**src/rtl/raycast_pkg.sv**
```systemverilog
// Shared raycaster types and constants: Q2.8 fixed point, heading resolution,
// pose widths, player FSM states and the quarter-wave trig table.
package raycast_pkg;

    localparam int unsigned ONE         = 256;
    localparam int unsigned ANGLE_STEPS = 64;
    localparam int unsigned HEAD_W      = 6;
    localparam int unsigned POS_W       = 13;
    localparam int unsigned ANG_W       = 10;
    localparam int unsigned FRAC_W      = 8;

    typedef enum logic [2:0] {
        S_IDLE   = 3'd0,
        S_TURN   = 3'd1,
        S_STEP   = 3'd2,
        S_QX     = 3'd3,
        S_QY     = 3'd4,
        S_COMMIT = 3'd5
    } state_t;

    // round(256 * sin(idx * 90deg / 16)) for idx = 0..16
    function automatic logic [ANG_W-1:0] quarter_sin(input logic [4:0] idx);
        logic [ANG_W-1:0] r;
        case (idx)
            5'd0:    r = ANG_W'(0);
            5'd1:    r = ANG_W'(25);
            5'd2:    r = ANG_W'(50);
            5'd3:    r = ANG_W'(74);
            5'd4:    r = ANG_W'(98);
            5'd5:    r = ANG_W'(121);
            5'd6:    r = ANG_W'(142);
            5'd7:    r = ANG_W'(162);
            5'd8:    r = ANG_W'(181);
            5'd9:    r = ANG_W'(198);
            5'd10:   r = ANG_W'(213);
            5'd11:   r = ANG_W'(226);
            5'd12:   r = ANG_W'(237);
            5'd13:   r = ANG_W'(245);
            5'd14:   r = ANG_W'(251);
            5'd15:   r = ANG_W'(255);
            default: r = ANG_W'(ONE);
        endcase
        return r;
    endfunction

    // h[5] selects the negative half-wave, h[4] mirrors within the half
    function automatic logic signed [ANG_W-1:0] sin_lut(input logic [HEAD_W-1:0] h);
        logic [4:0]       idx;
        logic [ANG_W-1:0] mag;
        idx = h[4] ? 5'(5'd16 - {1'b0, h[3:0]}) : {1'b0, h[3:0]};
        mag = quarter_sin(idx);
        return h[5] ? -$signed(mag) : $signed(mag);
    endfunction

    function automatic logic signed [ANG_W-1:0] cos_lut(input logic [HEAD_W-1:0] h);
        return sin_lut(HEAD_W'(h + HEAD_W'(ANGLE_STEPS / 4)));
    endfunction

endpackage

```
**src/rtl/trig_lut.sv**
```systemverilog
// Combinational heading -> Q2.8 cos/sin lookup, shared with the raycaster.
module trig_lut
    import raycast_pkg::*;
(
    input  logic        [HEAD_W-1:0] heading,
    output logic signed [ANG_W-1:0]  cos_c,
    output logic signed [ANG_W-1:0]  sin_c
);

    assign cos_c = cos_lut(heading);
    assign sin_c = sin_lut(heading);

endmodule

```
**src/rtl/player_controller.sv**
```systemverilog
// Per-frame player pose update: turn, move, axis-separated wall collision.
// Optional strafe movement is enabled by defining PLAYER_STRAFE_EN.
module player_controller
    import raycast_pkg::*;
#(
    parameter int SPEED         = 2,
    parameter int CELL_SHIFT    = 4,
    parameter int MAP_W         = 16,
    parameter int MAP_H         = 16,
    parameter int START_X       = 40,
    parameter int START_Y       = 40,
    parameter int START_HEADING = 0
) (
    input  logic                       clock,
    input  logic                       resetn,
    input  logic                       frame_tick,
    input  logic                       move_fwd,
    input  logic                       move_back,
    input  logic                       turn_left,
    input  logic                       turn_right,
    input  logic                       strafe_left,
    input  logic                       strafe_right,
    output logic                       map_rd_en,
    output logic [$clog2(MAP_W)-1:0]   map_rd_x,
    output logic [$clog2(MAP_H)-1:0]   map_rd_y,
    input  logic                       map_wall,
    output logic signed [POS_W-1:0]    playerX,
    output logic signed [POS_W-1:0]    playerY,
    output logic signed [ANG_W-1:0]    angle_X,
    output logic signed [ANG_W-1:0]    angle_Y,
    output logic                       busy,
    output logic                       update_done
);

    localparam int unsigned XW = $clog2(MAP_W);
    localparam int unsigned YW = $clog2(MAP_H);
    localparam int unsigned PW = POS_W + FRAC_W;
    localparam logic signed [ANG_W-1:0] RST_COS = cos_lut(HEAD_W'(START_HEADING));
    localparam logic signed [ANG_W-1:0] RST_SIN = sin_lut(HEAD_W'(START_HEADING));

    state_t                    state, state_n;
    logic                      tick_prev;
    logic [HEAD_W-1:0]         heading, heading_n;
    logic signed [POS_W-1:0]   cand_x, cand_x_n, cand_y, cand_y_n;
    logic signed [POS_W-1:0]   pos_x_n, pos_y_n;
    logic signed [ANG_W-1:0]   ang_x_n, ang_y_n;
    logic                      q_oob, q_oob_n;
    logic                      busy_n, done_n;

    logic signed [ANG_W-1:0]   cos_c, sin_c;
    logic signed [1:0]         mv;
    logic signed [POS_W-1:0]   step_x, step_y;
    logic signed [POS_W-1:0]   qa_x, qa_y, cell_x, cell_y, new_x_c;
    logic                      oob_c, rise;

    // -1 / 0 / +1 from a key pair; both or neither pressed cancel out
    function automatic logic signed [1:0] key_dir(input logic pos, input logic neg);
        if (pos == neg) return 2'sb00;
        return pos ? 2'sb01 : 2'sb11;
    endfunction

    // (k * a * SPEED) >>> 8, arithmetic shift so negatives round toward -inf
    function automatic logic signed [POS_W-1:0] scale(input logic signed [1:0] k,
                                                      input logic signed [ANG_W-1:0] a);
        logic signed [PW-1:0] p;
        p = PW'(k) * PW'(a) * PW'(SPEED);
        return POS_W'(p >>> FRAC_W);
    endfunction

    trig_lut u_trig (
        .heading (heading),
        .cos_c   (cos_c),
        .sin_c   (sin_c)
    );

    assign rise = frame_tick & ~tick_prev;

    // Step vector for the heading committed in TURN
`ifdef PLAYER_STRAFE_EN
    logic signed [1:0] sv;
    always_comb begin
        mv     = key_dir(move_fwd, move_back);
        sv     = key_dir(strafe_right, strafe_left);
        step_x = scale(mv, cos_c) + scale(sv, ANG_W'(-sin_c));
        step_y = scale(mv, sin_c) + scale(sv, cos_c);
    end
`else
    logic unused_strafe;
    assign unused_strafe = strafe_left ^ strafe_right;
    always_comb begin
        mv     = key_dir(move_fwd, move_back);
        step_x = scale(mv, cos_c);
        step_y = scale(mv, sin_c);
    end
`endif

    // Map query address; the QY column depends on the wall answer of the QX query
    always_comb begin
        new_x_c = (q_oob | map_wall) ? playerX : cand_x;
        qa_x    = playerX;
        qa_y    = playerY;
        case (state)
            S_QX: begin
                qa_x = cand_x;
                qa_y = playerY;
            end
            S_QY: begin
                qa_x = new_x_c;
                qa_y = cand_y;
            end
            default: ;
        endcase
        cell_x    = qa_x >>> CELL_SHIFT;
        cell_y    = qa_y >>> CELL_SHIFT;
        oob_c     = qa_x[POS_W-1] | qa_y[POS_W-1]
                  | (cell_x >= POS_W'(MAP_W)) | (cell_y >= POS_W'(MAP_H));
        map_rd_en = ((state == S_QX) || (state == S_QY)) && !oob_c;
        map_rd_x  = cell_x[XW-1:0];
        map_rd_y  = cell_y[YW-1:0];
    end

    // Next-state and next-pose logic
    always_comb begin
        state_n   = state;
        heading_n = heading;
        cand_x_n  = cand_x;
        cand_y_n  = cand_y;
        q_oob_n   = q_oob;
        pos_x_n   = playerX;
        pos_y_n   = playerY;
        ang_x_n   = angle_X;
        ang_y_n   = angle_Y;
        busy_n    = busy;
        done_n    = 1'b0;
        case (state)
            S_IDLE: begin
                if (rise) begin
                    state_n = S_TURN;
                    busy_n  = 1'b1;
                end
            end
            S_TURN: begin
                heading_n = heading + HEAD_W'(turn_right) - HEAD_W'(turn_left);
                state_n   = S_STEP;
            end
            S_STEP: begin
                cand_x_n = playerX + step_x;
                cand_y_n = playerY + step_y;
                state_n  = S_QX;
            end
            S_QX: begin
                q_oob_n = oob_c;
                state_n = S_QY;
            end
            S_QY: begin
                cand_x_n = new_x_c;
                q_oob_n  = oob_c;
                state_n  = S_COMMIT;
            end
            S_COMMIT: begin
                pos_x_n = cand_x;
                pos_y_n = (q_oob | map_wall) ? playerY : cand_y;
                ang_x_n = cos_c;
                ang_y_n = sin_c;
                busy_n  = 1'b0;
                done_n  = 1'b1;
                state_n = S_IDLE;
            end
            default: state_n = S_IDLE;
        endcase
    end

    always_ff @(posedge clock) begin
        if (!resetn) begin
            state       <= S_IDLE;
            tick_prev   <= 1'b1;
            heading     <= HEAD_W'(START_HEADING);
            cand_x      <= '0;
            cand_y      <= '0;
            q_oob       <= 1'b0;
            playerX     <= POS_W'(START_X);
            playerY     <= POS_W'(START_Y);
            angle_X     <= RST_COS;
            angle_Y     <= RST_SIN;
            busy        <= 1'b0;
            update_done <= 1'b0;
        end else begin
            state       <= state_n;
            tick_prev   <= frame_tick;
            heading     <= heading_n;
            cand_x      <= cand_x_n;
            cand_y      <= cand_y_n;
            q_oob       <= q_oob_n;
            playerX     <= pos_x_n;
            playerY     <= pos_y_n;
            angle_X     <= ang_x_n;
            angle_Y     <= ang_y_n;
            busy        <= busy_n;
            update_done <= done_n;
        end
    end

endmodule

```
**config.mk**
```make
export PLATFORM = sky130hd
export DESIGN_NAME = player_controller
export DESIGN_NICKNAME = d
export VERILOG_FILES = /design/src/rtl/raycast_pkg.sv /design/src/rtl/trig_lut.sv /design/src/rtl/player_controller.sv
export SDC_FILE = /design/constraint.sdc
export NUM_CORES = 1
export LEC_CHECK = 0
export ABC_AREA = 1
export BUFFER_PORTS_ARGS = -buffer_cell sky130_fd_sc_hd__buf_4
export CAP_MARGIN = 20
export CORE_AREA = 2 2 108 110
export DETAILED_ROUTE_END_ITERATION = 8
export DIE_AREA = 0 0 110 112
export PLACE_DENSITY = 0.8
export SLEW_MARGIN = 20
export SYNTH_ARGS = -nofsm -noshare
export SYNTH_HDL_FRONTEND = slang
export SYNTH_SLANG_ARGS = --single-unit
export TNS_END_PERCENT = 10
```
**constraint.sdc**
```tcl
create_clock -name clock -period 6.84 [get_ports clock]
set_clock_uncertainty 0.05 [all_clocks]
set_input_delay 0.684 -clock clock [delete_from_list [all_inputs] [get_ports clock]]
set_output_delay 0.684 -clock clock [all_outputs]
set_load 0.02 [all_outputs]
```
## Word-level counts from Yosys, hierarchy flattened

Memory sizes are Yosys's and may differ from the RTL's.
Index checks and enable logic that the tools add are counted.

| word-level totals | value |
|---|---|
| register bits after elaboration | 85 |
| output and inout port bits | 57 |
| word-level logic and storage cells | 69 |
| input port bits | 10 |
| memories kept | 2 |
| memory bits (read-only) | 256 |

| cells by class | value |
|---|---|
| bitwise logic cells | 7 |
| magnitude comparators | 2 |
| equality and inequality tests | 7 |
| reductions and logical operators | 9 |
| multiplexer cells | 19 |
| $add $sub $neg | 9 |
| multipliers | 2 |

Memory list:

| name | words | width | read ports | clocked after Yosys merged registers in | wr ports | line | source |
|---|---|---|---|---|---|---|---|
| (no name shown) | 16 | 8 | 1 | 0 | 0 | raycast_pkg.sv:24 | `case (idx)` |
| (no name shown) | 16 | 8 | 1 | 0 | 0 | raycast_pkg.sv:24 |  |

Operator list:

| cell | number |
|---|---|
| 13-bit case mux with 2 select lines | 2 |
| 10-bit two-way mux | 4 |
| 13-bit by 5-bit adder with 13-bit output | 2 |
| 13-bit two-way mux | 2 |
| 2-bit by 10-bit multiplier with 12-bit output | 2 |
| 10-bit negation | 2 |
| 9-bit by 6-bit greater-or-equal comparator with 1-bit output, second input constant | 2 |
| 3-bit case mux with 5 select lines | 1 |
| 5-bit two-way mux | 2 |
| 5-bit by 4-bit subtractor with 5-bit output, first input constant | 2 |
| 6-bit by 1-bit adder with 6-bit output | 1 |
| 6-bit by 5-bit adder with 6-bit output, second input constant | 1 |
| 3-bit by 2-bit equality test with 1-bit output, second input constant | 2 |
| 3-bit equality test, second input constant | 2 |
| 2-bit two-way mux | 3 |
| 6-bit by 1-bit subtractor with 6-bit output | 1 |
| 1-bit OR | 4 |
| 2-bit AND reduction | 2 |
| 2-bit nonzero test | 2 |
| 3-bit by 1-bit equality test with 1-bit output, second input constant | 1 |
| 3-bit logical NOT | 1 |
| 1-bit two-way mux | 3 |
| 3-bit two-way mux | 1 |
| 2-bit inequality test, second input constant | 1 |
| 8 further kinds | 9 |

## Logic depth before layout (Yosys ltp)

An unclocked memory read counts as a cell.

| depth | value |
|---|---|
| depth in word-level cells | 10 |
| depth in mapped cells | 45 |
| mapped depth without buffers | 45 |

## Cells and area by module

A second synthesis with hierarchy kept.

| unflattened totals | value |
|---|---|
| cell total of the unflattened synthesis | 1061 |
| area total of the unflattened synthesis | 7013.0 um^2 |

Modules (own cells, without submodules):

| module | cells an instance | area each (um^2) | times used |
|---|---|---|---|
| player_controller | 806 | 5733.0 | 1 |
| trig_lut | 255 | 1280.0 | 1 |

## Least setup slack after synthesis

Ideal clock, no wire load.

| path | value |
|---|---|
| path type | register -> register |
| start | register heading[0] |
| end | register cand_y[11] |
| path slack | 1191 ps |
| stages on the path, launching flop included | 44 |
| period minus slack after synthesis | 5649 ps |
| arrival time | 5490 ps |
| path buffers | 0 |
| cells stage by stage | dfxtp_1 > inv_2 > ha_1 > inv_1 > nand2_4 > nand3_1 > o21ai_2 > inv_4 > nor2_2 > a21oi_1 > nand2_1 > ha_1 > nand2_1 > inv_1 > nand2_1 > nand2_1 > xor2_1 > inv_1 > [8 not listed] > nand2_1 > nand2_1 > a21oi_1 > o21bai_1 > nand3_1 > nand2_2 > ha_1 > inv_1 > o21ai_0 > a21boi_0 > o21ai_0 > a21oi_1 > nor2_1 > nor2_1 > a21oi_1 > o21ai_0 > nand2_1 > inv_1 |

| between the ends | value |
|---|---|
| longest elaborated chain between the ends | 8 |

Ends and longest elaborated chain:

| what | line | source |
|---|---|---|
| start, declared | player_controller.sv:43 | `logic [HEAD_W-1:0] heading, heading_n;` |
| start signal, assigned | player_controller.sv:177 | `heading <= HEAD_W'(START_HEADING);` |
| start signal, assigned | player_controller.sv:190 | `heading <= heading_n;` |
| 5-bit by 4-bit subtractor with 5-bit output | raycast_pkg.sv:50 | `idx = h[4] ? 5'(5'd16 - {1'b0, h[3:0]}) : {1'b0, h[3:0]};` |
| 5-bit two-way mux (*) | raycast_pkg.sv:50 |  |
| memory 16 x 8 bit | - |  |
| 10-bit two-way mux (*) | raycast_pkg.sv:24 |  |
| 10-bit negation | raycast_pkg.sv:52 | `return h[5] ? -$signed(mag) : $signed(mag);` |
| 10-bit two-way mux (*) | raycast_pkg.sv:52 |  |
| 2-bit by 10-bit multiplier with 12-bit output (*) | player_controller.sv:66 | `p = PW'(k) * PW'(a) * PW'(SPEED);` |
| 13-bit by 5-bit adder with 13-bit output (*) | player_controller.sv:148 | `cand_y_n = playerY + step_y;` |
| end signal, assigned | player_controller.sv:192 | `cand_y <= cand_y_n;` |
| end, declared | player_controller.sv:44 | `logic signed [POS_W-1:0] cand_x, cand_x_n, cand_y, cand_y_n;` |

Every way passes the cells marked *; elsewhere a longest branch is shown, timed or not.
A chain may end at the register's enable or synchronous reset.

## Final worst setup path

| path | value |
|---|---|
| start | register heading[1] |
| end | register cand_x[11] |

| between the ends | value |
|---|---|
| longest elaborated chain between the ends | 10 |

Ends and longest elaborated chain:

| what | line | source |
|---|---|---|
| 6-bit by 5-bit adder with 6-bit output (*) | raycast_pkg.sv:56 | `return sin_lut(HEAD_W'(h + HEAD_W'(ANGLE_STEPS / 4)));` |
| 5-bit by 4-bit subtractor with 5-bit output | raycast_pkg.sv:50 |  |
| 5-bit two-way mux | raycast_pkg.sv:50 |  |
| memory 16 x 8 bit | - |  |
| 10-bit two-way mux | raycast_pkg.sv:24 |  |
| 10-bit negation | raycast_pkg.sv:52 |  |
| 10-bit two-way mux (*) | raycast_pkg.sv:52 |  |
| 2-bit by 10-bit multiplier with 12-bit output (*) | player_controller.sv:66 |  |
| 13-bit by 5-bit adder with 13-bit output (*) | player_controller.sv:147 | `cand_x_n = playerX + step_x;` |
| 13-bit case mux with 2 select lines (*) | player_controller.sv:135 | `case (state)` |
| end signal, assigned | player_controller.sv:191 | `cand_x <= cand_x_n;` |
| end, declared | player_controller.sv:44 |  |

Marked as above.

==> metrics.txt <==
# TYPE chip_impl_metric gauge
chip_impl_metric{name="numClockSinks",unit=""} 85
chip_impl_metric{name="routed_wirelength",unit="microns"} 16000
chip_impl_metric{name="proportion_of_synthesized_flip_flops_having_asynchronous_set_or_reset",unit="%"} 0
chip_impl_metric{name="dp_cells",unit=""} 1150
chip_impl_metric{name="min_period",unit="ns"} 6.20
chip_impl_metric{name="clock_tree.htree_level_count",unit=""} 3
chip_impl_metric{name="wire_length_of_the_first_global_routing_pass",unit="microns"} 27400
chip_impl_metric{name="fin_hold_ws",unit="ns"} 0.412
chip_impl_metric{name="power_density",unit="nW/um^2"} 213
chip_impl_metric{name="maximum_number_of_pins_on_one_net_before_global_route_repair",unit=""} 65
chip_impl_metric{name="area.growth.synth_to_final",unit="%"} 13.7
chip_impl_metric{name="worst-endpoint-arrival",unit="ns"} 6.43
chip_impl_metric{name="final_cell_area",unit="sq um"} 7490
chip_impl_metric{name="tritoncts.num_buffers",unit=""} 9
chip_impl_metric{name="layout-drive-gt1-share",unit="%"} 14.0
chip_impl_metric{name="worst_slew_pin_slew",unit="ns"} 1.03
chip_impl_metric{name="drc",unit=""} 0
chip_impl_metric{name="clock_slew_at_reported_path_ffs",unit="ns"} 0.08
chip_impl_metric{name="drv_cap",unit=""} 0
chip_impl_metric{name="pin_count",unit=""} 67
chip_impl_metric{name="synthesis.yosys.warnings",unit=""} 0
chip_impl_metric{name="grt_overflow",unit=""} 0
chip_impl_metric{name="max-slew-margin-rel",unit="%"} 30.8
chip_impl_metric{name="die_height",unit="microns"} 112
chip_impl_metric{name="timing.critical_path.required",unit="ns"} 7.07
chip_impl_metric{name="fp-row-count",unit=""} 39
chip_impl_metric{name="finalCritPeriodShare",unit="%"} 90.7
chip_impl_metric{name="number_of_nets_still_failing_antenna_checks_after_routing",unit=""} 0
chip_impl_info{name="crit_top_cell",value="sky130_fd_sc_hd__nand2_1"} 1
chip_impl_metric{name="wl_per_cell",unit="microns"} 13.7
chip_impl_metric{name="final_nets",unit=""} 1109
chip_impl_metric{name="post-dp-hpwl",unit="microns"} 11400
chip_impl_metric{name="number_of_enable_type_register_cells_in_the_synthesized_netlist",unit=""} 0
chip_impl_metric{name="setup_viol_count_final",unit=""} 0
chip_impl_metric{name="number_of_antenna_violations_at_the_first_check_in_global_routing",unit=""} 0
chip_impl_metric{name="critical_path.max_stage_delay",unit="ns"} 0.43
chip_impl_metric{name="postPlaceCellArea",unit="sq um"} 7150
chip_impl_metric{name="io_buffers",unit=""} 64
chip_impl_metric{name="critical_path_peak_fanout",unit=""} 8
chip_impl_metric{name="synth.ff_latch_count",unit=""} 85
chip_impl_metric{name="detail_route.first_pass.iterations",unit=""} 5
chip_impl_metric{name="leakage",unit="nW"} 3.80
chip_impl_metric{name="antenna-diode-count",unit=""} 0
chip_impl_metric{name="dr.first_iter.drc_count",unit=""} 444
chip_impl_metric{name="floorplan.initialDensity",unit="%"} 58.9
chip_impl_metric{name="hold_viol",unit=""} 0
chip_impl_metric{name="final-max-slew-violation-count",unit=""} 0
chip_impl_metric{name="setup_ws",unit="ns"} 0.638
chip_impl_info{name="crit_slowest_cell",value="sky130_fd_sc_hd__ha_2"} 1
chip_impl_info{name="cts_tree",value="yes"} 1
chip_impl_metric{name="finalPower",unit="mW"} 1.59
chip_impl_metric{name="vias",unit=""} 6389
chip_impl_metric{name="synthesis.area",unit="sq um"} 6580
chip_impl_info{name="end_kind",value="flip-flop"} 1
chip_impl_metric{name="viasPerCell",unit=""} 5.47
chip_impl_info{name="worst_min_path_class",value="flip-flop to flip-flop"} 1
chip_impl_info{name="criticalPathCategory",value="flip-flop to flip-flop"} 1
chip_impl_info{name="path_delay_family",value="simple AND/OR/NAND/NOR gates"} 1
chip_impl_metric{name="ys_seq_area_share",unit="%"} 25.9
chip_impl_metric{name="synth_nets",unit=""} 1056
chip_impl_info{name="synth-main-ff-cell",value="sky130_fd_sc_hd__dfxtp_1"} 1
chip_impl_metric{name="syn_inst_count",unit=""} 967
chip_impl_metric{name="first_global_vias",unit=""} 5981
chip_impl_metric{name="worst_skew_pair.late_latency",unit="ns"} 0.35
chip_impl_info{name="clockRootBuffer",value="sky130_fd_sc_hd__clkbuf_16"} 1
chip_impl_metric{name="max-vdd-ir-drop",unit="uV"} 122
chip_impl_metric{name="core-area",unit="sq um"} 11200
chip_impl_metric{name="maxClockFrequency",unit="MHz"} 161
chip_impl_metric{name="syn_area_per_cell",unit="sq um"} 6.81
chip_impl_metric{name="worst_path_bufs_invs",unit=""} 4
chip_impl_metric{name="number_of_buffers_on_the_longest_clock_path",unit=""} 2
chip_impl_metric{name="gp_congestion",unit=""} 0.899
chip_impl_metric{name="synth.lib_cells_used.distinct",unit=""} 43
chip_impl_metric{name="finalNonFillerCells",unit=""} 1168
chip_impl_metric{name="groute.usage.overall",unit="%"} 27.3
chip_impl_metric{name="hold_buffer_count_at_cts",unit=""} 0
chip_impl_metric{name="die_width",unit="microns"} 110
chip_impl_info{name="worst_setup_path_start_kind",value="flip-flop"} 1
chip_impl_metric{name="dp_slack",unit="ns"} 0.415
chip_impl_metric{name="die_area",unit="sq um"} 12300
chip_impl_info{name="outcome",value="finished, final reports clean"} 1
## cell usage in the layout, fill, tap and decap left out, types with 13 or more instances in the layout
master	n
sky130_fd_sc_hd__o211ai_1	20
sky130_fd_sc_hd__o21ai_0	89
sky130_fd_sc_hd__a31oi_1	13
sky130_fd_sc_hd__dfxtp_1	82
sky130_fd_sc_hd__ha_1	74
sky130_fd_sc_hd__nand2_2	14
sky130_fd_sc_hd__nand3_1	49
sky130_fd_sc_hd__buf_4	71
sky130_fd_sc_hd__nand2_1	161
sky130_fd_sc_hd__xor2_1	23
sky130_fd_sc_hd__inv_1	129
sky130_fd_sc_hd__nor2_1	101
sky130_fd_sc_hd__a21oi_1	86
## metal layers
layer	vias up	routed length (microns)	global-route usage, %
li1	3315	-	-
met1	2911	7780	37.5
met2	147	7330	44.2
met3	16	696	3.86
met4	0	181	8.02
met5	-	0	0
## layout make-up
cell class,instances,area (sq um)
multi-input combinational,714,4250
fill,1027,3690
sequential,85,1710
timing repair buffer,71,533
inverter,139,524
clock buffer,10,239
tap,143,179
clock inverter,6,52.6
## registers in the layout, summed over array words and instances (netlist names), named ones only
signal and count:
angle_X 10, angle_Y 10, busy 1, cand_x 9
cand_y 13, heading 6, playerX 13, playerY 13
q_oob 1, state 3, tick_prev 1, update_done 1
## cells in the mapped netlist (all sizes together), types with 2 or more instances
| cell type | number | area [sq um] |
|---|---|---|
| clkinv | 2 | 7.51 |
| inv | 137 | 517 |
| o21bai | 4 | 30.0 |
| nor2 | 103 | 392 |
| buf | 5 | 41.3 |
| a21o | 2 | 15.0 |
| o21ai | 105 | 544 |
| xnor2 | 7 | 61.3 |
| nand3 | 60 | 355 |
| clkbuf | 24 | 90.1 |
| ha | 76 | 951 |
| a22oi | 8 | 60.1 |
| nand2 | 176 | 698 |
| fa | 3 | 60.1 |
| or2 | 4 | 25.0 |
| dfxtp | 85 | 1700 |
| a21oi | 89 | 453 |
| nor3 | 8 | 50.1 |
| a31oi | 13 | 81.3 |
| o211ai | 20 | 150 |
| nand4 | 2 | 12.5 |
| nand3b | 2 | 15.0 |
| xor2 | 23 | 201 |
| and2 | 2 | 12.5 |
## metrics by stage
step           setup TNS [ns]  util (%)
2_1_floorplan               0         -
3_3_place_gp                0      64.0
3_5_place_dp                0      64.0
4_1_cts                     0      66.6
5_1_grt               -0.0884      67.0
6_report                    0      67.0
## power breakdown
group,switching [mW],internal [mW],total [mW],leakage (nW)
clock,0.232,0.262,0.495,0.138
sequential,0.0173,0.513,0.530,0.690
combinational,0.364,0.204,0.568,2.97
## worst min-delay path, delay by kind of cell (launching register included)
kind,cells,cell delay (ns)
DFF,1,0.33
and+or+nand+nor,2,0.10
## final timing paths
path                    from    endpoint  slack (ns)  cells after the start
hold reg to reg    flip-flop  playerX[3]        0.41                      2
setup / recovery  heading[1]  cand_x[11]        0.64                     39
hold / removal     flip-flop  playerX[3]        0.41                      2
setup reg to reg  heading[1]  cand_x[11]        0.64                     39
## timing repair
item	CTS	global route
endpoints found under the setup margin	0	9
resized for setup	0	14
buffers inserted	0	2
## cell families (layout without fill, tap and decap cells)
logic type | count (synthesis) | in the layout | synth area share (%)
AND/OR/NAND/NOR | 358 | 358 | 23.8
AO/OA/AOI/OAI | 247 | 247 | 21.0
buffers and inverters | 168 | 226 | 9.96
flip-flops | 85 | 85 | 25.9
adder cells (fa/ha/maj) | 79 | 79 | 15.4
XOR/XNOR | 30 | 30 | 3.99
Note: power is estimated with default switching activity, not from simulation.
